[src/rtl/smem_arb_pkg.sv]
// Shared types and width helpers for the screen-memory port arbiter.
package smem_arb_pkg;

  typedef enum logic [1:0] {
    GNT_IDLE,
    GNT_VGA,
    GNT_CPU_WR,
    GNT_CPU_RD
  } grant_t;

  // Bits needed to index n items; never less than one bit.
  function automatic int clog2_width(input int n);
    return (n <= 1) ? 1 : $clog2(n);
  endfunction

endpackage

[src/rtl/smem_wfifo.sv]
// Synchronous FIFO of posted CPU stores ({addr, data}); DEPTH must be a power of 2.
module smem_wfifo
  import smem_arb_pkg::*;
#(
  parameter int WIDTH = 17,
  parameter int DEPTH = 4,
  localparam int PW   = clog2_width(DEPTH),
  localparam int CNTW = $clog2(DEPTH) + 1
) (
  input  logic             clk,
  input  logic             reset,
  input  logic             push,
  input  logic [WIDTH-1:0] wdata,
  input  logic             pop,
  output logic [WIDTH-1:0] rdata,
  output logic             full,
  output logic             empty,
  output logic [CNTW-1:0]  count
);

  logic [WIDTH-1:0] mem [DEPTH];
  logic [PW-1:0]    wr_ptr;
  logic [PW-1:0]    rd_ptr;
  logic             do_push;
  logic             do_pop;

  assign full    = (count == CNTW'(DEPTH));
  assign empty   = (count == '0);
  assign do_push = push & ~full;
  assign do_pop  = pop & ~empty;
  assign rdata   = mem[rd_ptr];

  // Pointers wrap naturally because DEPTH is a power of 2.
  always_ff @(posedge clk or negedge reset) begin
    if (!reset) begin
      wr_ptr <= '0;
      rd_ptr <= '0;
      count  <= '0;
    end else begin
      if (do_push) wr_ptr <= wr_ptr + 1'b1;
      if (do_pop)  rd_ptr <= rd_ptr + 1'b1;
      case ({do_push, do_pop})
        2'b10:   count <= count + 1'b1;
        2'b01:   count <= count - 1'b1;
        default: count <= count;
      endcase
    end
  end

  always_ff @(posedge clk) begin
    if (do_push) mem[wr_ptr] <= wdata;
  end

endmodule

[src/rtl/smem_port_arbiter.sv]
// Arbitrates the single-port screen memory between VGA fetches and CPU loads/stores,
// favouring VGA but forcing a CPU slot after MAX_VGA_RUN consecutive VGA grants.
module smem_port_arbiter
  import smem_arb_pkg::*;
#(
  parameter int SMEM_SIZE   = 1200,
  parameter int NCHARS      = 64,
  parameter int WFIFO_DEPTH = 4,
  parameter int MAX_VGA_RUN = 8,
  localparam int AW   = clog2_width(SMEM_SIZE),
  localparam int CW   = clog2_width(NCHARS),
  localparam int CNTW = $clog2(WFIFO_DEPTH) + 1
) (
  input  logic            clk,
  input  logic            reset,
  input  logic            vga_req,
  input  logic [AW-1:0]   vga_addr,
  output logic            vga_gnt,
  output logic            vga_rvalid,
  output logic [CW-1:0]   vga_rdata,
  input  logic            cpu_wr,
  input  logic [AW-1:0]   cpu_addr,
  input  logic [CW-1:0]   cpu_wdata,
  output logic            cpu_wr_ready,
  input  logic            cpu_rd_req,
  output logic            cpu_rd_valid,
  output logic [CW-1:0]   cpu_rd_data,
  output logic            mem_en,
  output logic            mem_we,
  output logic [AW-1:0]   mem_addr,
  output logic [CW-1:0]   mem_wdata,
  input  logic [CW-1:0]   mem_rdata,
  output logic [CNTW-1:0] wfifo_count
);

  localparam int RUNW = clog2_width(MAX_VGA_RUN + 1);

  grant_t            grant;
  logic              fifo_full;
  logic              fifo_empty;
  logic [AW+CW-1:0]  fifo_head;
  logic [AW-1:0]     head_addr;
  logic [CW-1:0]     head_data;
  logic [RUNW-1:0]   run;
  logic              rd_inflight;
  logic              vga_ret;
  logic              cpu_ret;
  logic              cpu_pend;
  logic              force_cpu;
  logic              cpu_slot;

  smem_wfifo #(
    .WIDTH (AW + CW),
    .DEPTH (WFIFO_DEPTH)
  ) u_wfifo (
    .clk   (clk),
    .reset (reset),
    .push  (cpu_wr & cpu_wr_ready),
    .wdata ({cpu_addr, cpu_wdata}),
    .pop   (grant == GNT_CPU_WR),
    .rdata (fifo_head),
    .full  (fifo_full),
    .empty (fifo_empty),
    .count (wfifo_count)
  );

  assign {head_addr, head_data} = fifo_head;
  assign cpu_wr_ready = ~fifo_full;
  assign cpu_pend     = ~fifo_empty | (cpu_rd_req & ~rd_inflight);
  assign force_cpu    = (run == RUNW'(MAX_VGA_RUN));
  assign cpu_slot     = cpu_pend & (force_cpu | ~vga_req);

  // Queued stores always drain before a load so a load sees every earlier store.
  always_comb begin
    grant = GNT_IDLE;
    if (cpu_slot) begin
      grant = fifo_empty ? GNT_CPU_RD : GNT_CPU_WR;
    end else if (vga_req) begin
      grant = GNT_VGA;
    end
  end

  always_comb begin
    mem_en    = (grant != GNT_IDLE);
    mem_we    = (grant == GNT_CPU_WR);
    mem_addr  = '0;
    mem_wdata = '0;
    case (grant)
      GNT_VGA:    mem_addr = vga_addr;
      GNT_CPU_WR: begin
        mem_addr  = head_addr;
        mem_wdata = head_data;
      end
      GNT_CPU_RD: mem_addr = cpu_addr;
      default:    mem_addr = '0;
    endcase
  end

  assign vga_gnt      = (grant == GNT_VGA);
  assign vga_rvalid   = vga_ret;
  assign vga_rdata    = vga_ret ? mem_rdata : '0;
  assign cpu_rd_valid = cpu_ret;
  assign cpu_rd_data  = cpu_ret ? mem_rdata : '0;

  // Run counter only measures VGA grants that actually held CPU work back.
  always_ff @(posedge clk or negedge reset) begin
    if (!reset) begin
      run         <= '0;
      rd_inflight <= 1'b0;
      vga_ret     <= 1'b0;
      cpu_ret     <= 1'b0;
    end else begin
      vga_ret <= (grant == GNT_VGA);
      cpu_ret <= (grant == GNT_CPU_RD);
      if (grant == GNT_CPU_RD) begin
        rd_inflight <= 1'b1;
      end else if (cpu_ret) begin
        rd_inflight <= 1'b0;
      end
      if (cpu_slot || !cpu_pend) begin
        run <= '0;
      end else if (grant == GNT_VGA && !force_cpu) begin
        run <= run + 1'b1;
      end
    end
  end

endmodule

[config.mk]
export PLATFORM = sky130hd
export DESIGN_NAME = smem_port_arbiter
export DESIGN_NICKNAME = d
export VERILOG_FILES = /design/src/rtl/smem_arb_pkg.sv /design/src/rtl/smem_wfifo.sv /design/src/rtl/smem_port_arbiter.sv
export SDC_FILE = /design/constraint.sdc
export NUM_CORES = 1
export LEC_CHECK = 0
export ABC_AREA = 0
export BUFFER_PORTS_ARGS = -buffer_cell sky130_fd_sc_hd__buf_2
export CAP_MARGIN = 20
export CORE_MARGIN = 2
export CORE_UTILIZATION = 40
export DETAILED_ROUTE_END_ITERATION = 6
export PLACE_DENSITY = 0.64
export SYNTH_ARGS = -nofsm -noshare
export SYNTH_HDL_FRONTEND = slang
export SYNTH_SLANG_ARGS = --single-unit
export TNS_END_PERCENT = 5
[constraint.sdc]
create_clock -name clk -period 2.89 [get_ports clk]
set_clock_uncertainty 0.15 [all_clocks]
set_input_delay 0.578 -clock clk [delete_from_list [all_inputs] [get_ports clk]]
set_output_delay 0.578 -clock clk [all_outputs]
set_load 0.005 [all_outputs]
==> impl_metrics.ini <==
[sta]
slew_viol_final = 0
setup_violations = 0
fin_crit_sh = 0.966
worst_slew_pin_slew_ns = 0.402
fmax_mhz = 358
layout_min_cycle_time_ns = 2.79
relSlewSlack = 0.732
fin_hold_ws_ns = 0.297
finalHoldViolations = 0

[die]
die_y_um = 98.4
dieArea_um2 = 9680
rows = 34
dieWidth_um = 98.4
core_um2 = 8680
io_pins = 77
start_util = 0.411

[yosys]
ys_seq_area_frac = 0.671
synth_mux_area_frac = 0.129
synth_top_family_by_area = multiplexers
syn-num-nets = 248
synth_area_um2 = 3560
synthAdderAreaFrac = 0.0302
synth_cells = 201
yosys.area_share.xor_xnor = 0.0197
ys_warn_count = 0
synth-compound-area-share = 0.0386
ys_seq_elements = 82
synth-simple-area-share = 0.0843
syn_area_per_cell_um2 = 17.7
ys_types = 30

[power]
irDropWorstVdd_v = 0.000313
p_int_w = 0.00270
clkPwrFrac = 0.235
p_leak_nw = 1.82
p_seq_frac = 0.438
p_sw_frac = 0.285
pwr-share-comb = 0.327
p_per_area_nw_per_um2 = 857
p_sw_w = 0.00108
power_w = 0.00379

[route]
wire_per_inst_um = 16.8
via_count = 2102
wirelength_mm = 6.91
drcViolationCount = 0
drt_iter0_markers = 74
viasPerCell = 5.11
drtAntennaViolNets = 0
drt-pass1-iter-count = 4

[placed_design]
gp_congestion = 0.792
io_buffer_count = 76
dp_hpwl_mm = 4.64
dpl_cell_area_um2 = 4150

[worst_setup_path]
path_max_fanout = 13
end_kind = primary output
crit_required_ns = 2.16
critPathArrivalTime_ns = 2.06
critPathLaunchType = flip-flop
max_stage_delay_ns = 0.58
critPathSlowestCell = mux4_1
crit_chain = buf_4 > mux4_1 > and2_4 > a221o_1 > buf_2
critPathKind = flip-flop to primary output

[global_route]
grt_pass1_vias = 2066
grtUsageTotal = 0.145
grt_max_degree = 20
antenna_found_initial = 0
overflow = 0
grt_pass1_wl_mm = 10.5

[cells_and_area]
antenna_cells = 0
layout-drive-gt1-share = 0.389
final_area_um2 = 4420
final_nets = 345
final_core_util = 0.509
syn2layout_area_growth_pct = 24.0

[run]
timing.max_cap.violations = 0

[cts]
clkTransAtPathRegs_ns = 0.08
clockBufferDepth = 2
clock_latency_ns = 0.34
cts_tree = yes
cts_root_buf = clkbuf_8
clock_sinks = 82
h-tree-depth = 3
cts_made_buffers = 9

[outcome]
status = finished clean

[hold_path]
hold_class = primary input to flip-flop
## power by group through the flow
stage | combinational (W) | clock (W) | sequential (W)
after floorplan | 0.000820 | 0 | 0.00166
final | 0.00124 | 0.000890 | 0.00166
after global placement | 0.00121 | 0 | 0.00168
after global routing | 0.00136 | 0.000957 | 0.00168
after CTS | 0.00124 | 0.000906 | 0.00166
after detailed placement | 0.00123 | 0 | 0.00169
## path summary, 6_finish.rpt
kind | cells after the start | slack, ns | from | endpoint
max | 5 | 0.1 | u_wfifo.rd_ptr[0] | mem_addr[1]
min | 1 | 0.30 | cpu_wdata[2] | u_wfifo.mem[1][2]
max reg2reg | 11 | 0.57 | u_wfifo.count[0] | u_wfifo.count[2]
min reg2reg | 1 | 0.33 | rd_inflight | rd_inflight
max in group asynchronous | 2 | 1.81 | reset | cpu_rd_valid
min in group asynchronous | 2 | 0.52 | reset | u_wfifo.rd_ptr[1]
## synth_stat cells (all sizes together)
cell    number  area (um2)
a21o         1        7.51
a21oi        1        5.00
a221o       11         110
and2        30         188
and3         5        31.3
and3b        1        8.76
buf          5        46.3
clkbuf       3        11.3
dfrtp       14         350
edfxtp      68        2040
fa           1        20.0
ha           7        87.6
inv         10        37.5
mux2         1        11.3
mux2i        1        10.0
mux4        17         439
nand2        3        11.3
nand2b       1        6.26
nand3        3        15.0
nor2         5        18.8
nor3         2        15.0
o21a         2        15.0
or3          1        6.26
xnor2        4        35.0
xor2         4        35.0
## critical path, delay by kind of cell (launching register included)
family,cells,cell delay (ns)
mux,1,0.58
buf+inv,2,0.36
flops,1,0.35
compound gates,1,0.25
simple gates,1,0.18
## through the flow
step | std cells | TNS (ns) | setup slack (ns)
3_5_place_dp | 393 | 0 | 0.211
6_report | 411 | 0 | 0.0991
3_3_place_gp | 392 | -0.0672 | -0.0237
4_1_cts | 410 | 0 | 0.00374
5_1_grt | 411 | -0.00606 | -0.00264
2_1_floorplan | 201 | 0 | 0.616
## cells by family after synthesis
logic type / count (synthesis)
compound gates: 15
xor+xnor: 8
fa+ha+maj: 8
buf+inv: 18
flops: 82
mux: 19
simple gates: 51
## placed cells by master (no fill, tap or decap), types with 2 or more instances in the layout
cell type | Yosys | final
a221o_1 | 11 | 11
and2_0 | 11 | 7
and2_1 | 19 | 20
and2_4 | 0 | 3
and3_1 | 5 | 5
buf_2 | 3 | 76
buf_4 | 0 | 15
bufinv_16 | 0 | 2
clkbuf_8 | 0 | 9
clkinv_4 | 0 | 2
dfrtp_1 | 14 | 14
edfxtp_1 | 68 | 68
ha_1 | 7 | 7
inv_1 | 10 | 10
mux4_1 | 15 | 15
mux4_2 | 2 | 2
nand2_1 | 3 | 3
nand3_1 | 3 | 3
nor2_1 | 5 | 4
xnor2_1 | 4 | 4
xor2_1 | 4 | 4
## flip-flops by register name, summed over array words and instances, names as in the netlist
signal	cells
u_wfifo.rd_ptr	2
run	4
u_wfifo.mem	68
cpu_rd_valid	1
rd_inflight	1
u_wfifo.count	3
vga_rvalid	1
u_wfifo.wr_ptr	2
## routing by layer
layer  global-route usage  vias up  wire, um
met5                    0        -         0
met4               0.0464        0        91
met3               0.0401        8       364
met2                0.243       61      3400
met1                0.183     1053      3050
li1                     -      980         -
## what timing repair did
| item | CTS | global route |
|---|---|---|
| setup endpoints to repair | 11 | 11 |
| pin swaps | 0 | 1 |
| hold buffers | 1 | 0 |
| resized for setup | 2 | 10 |
| endpoints found under the hold margin | 14 | 0 |
| setup buffers | 0 | 1 |
## area by class of cell
type	instances	area, um2
Fill cell	718	4260
Multi-Input combinational cell	101	1100
Tap cell	108	135
Timing Repair Buffer	94	534
Clock buffer	9	124
Sequential cell	82	2390
Inverter	10	37.5
Clock inverter	7	93.8
Note: power is estimated with default switching activity, not from simulation.
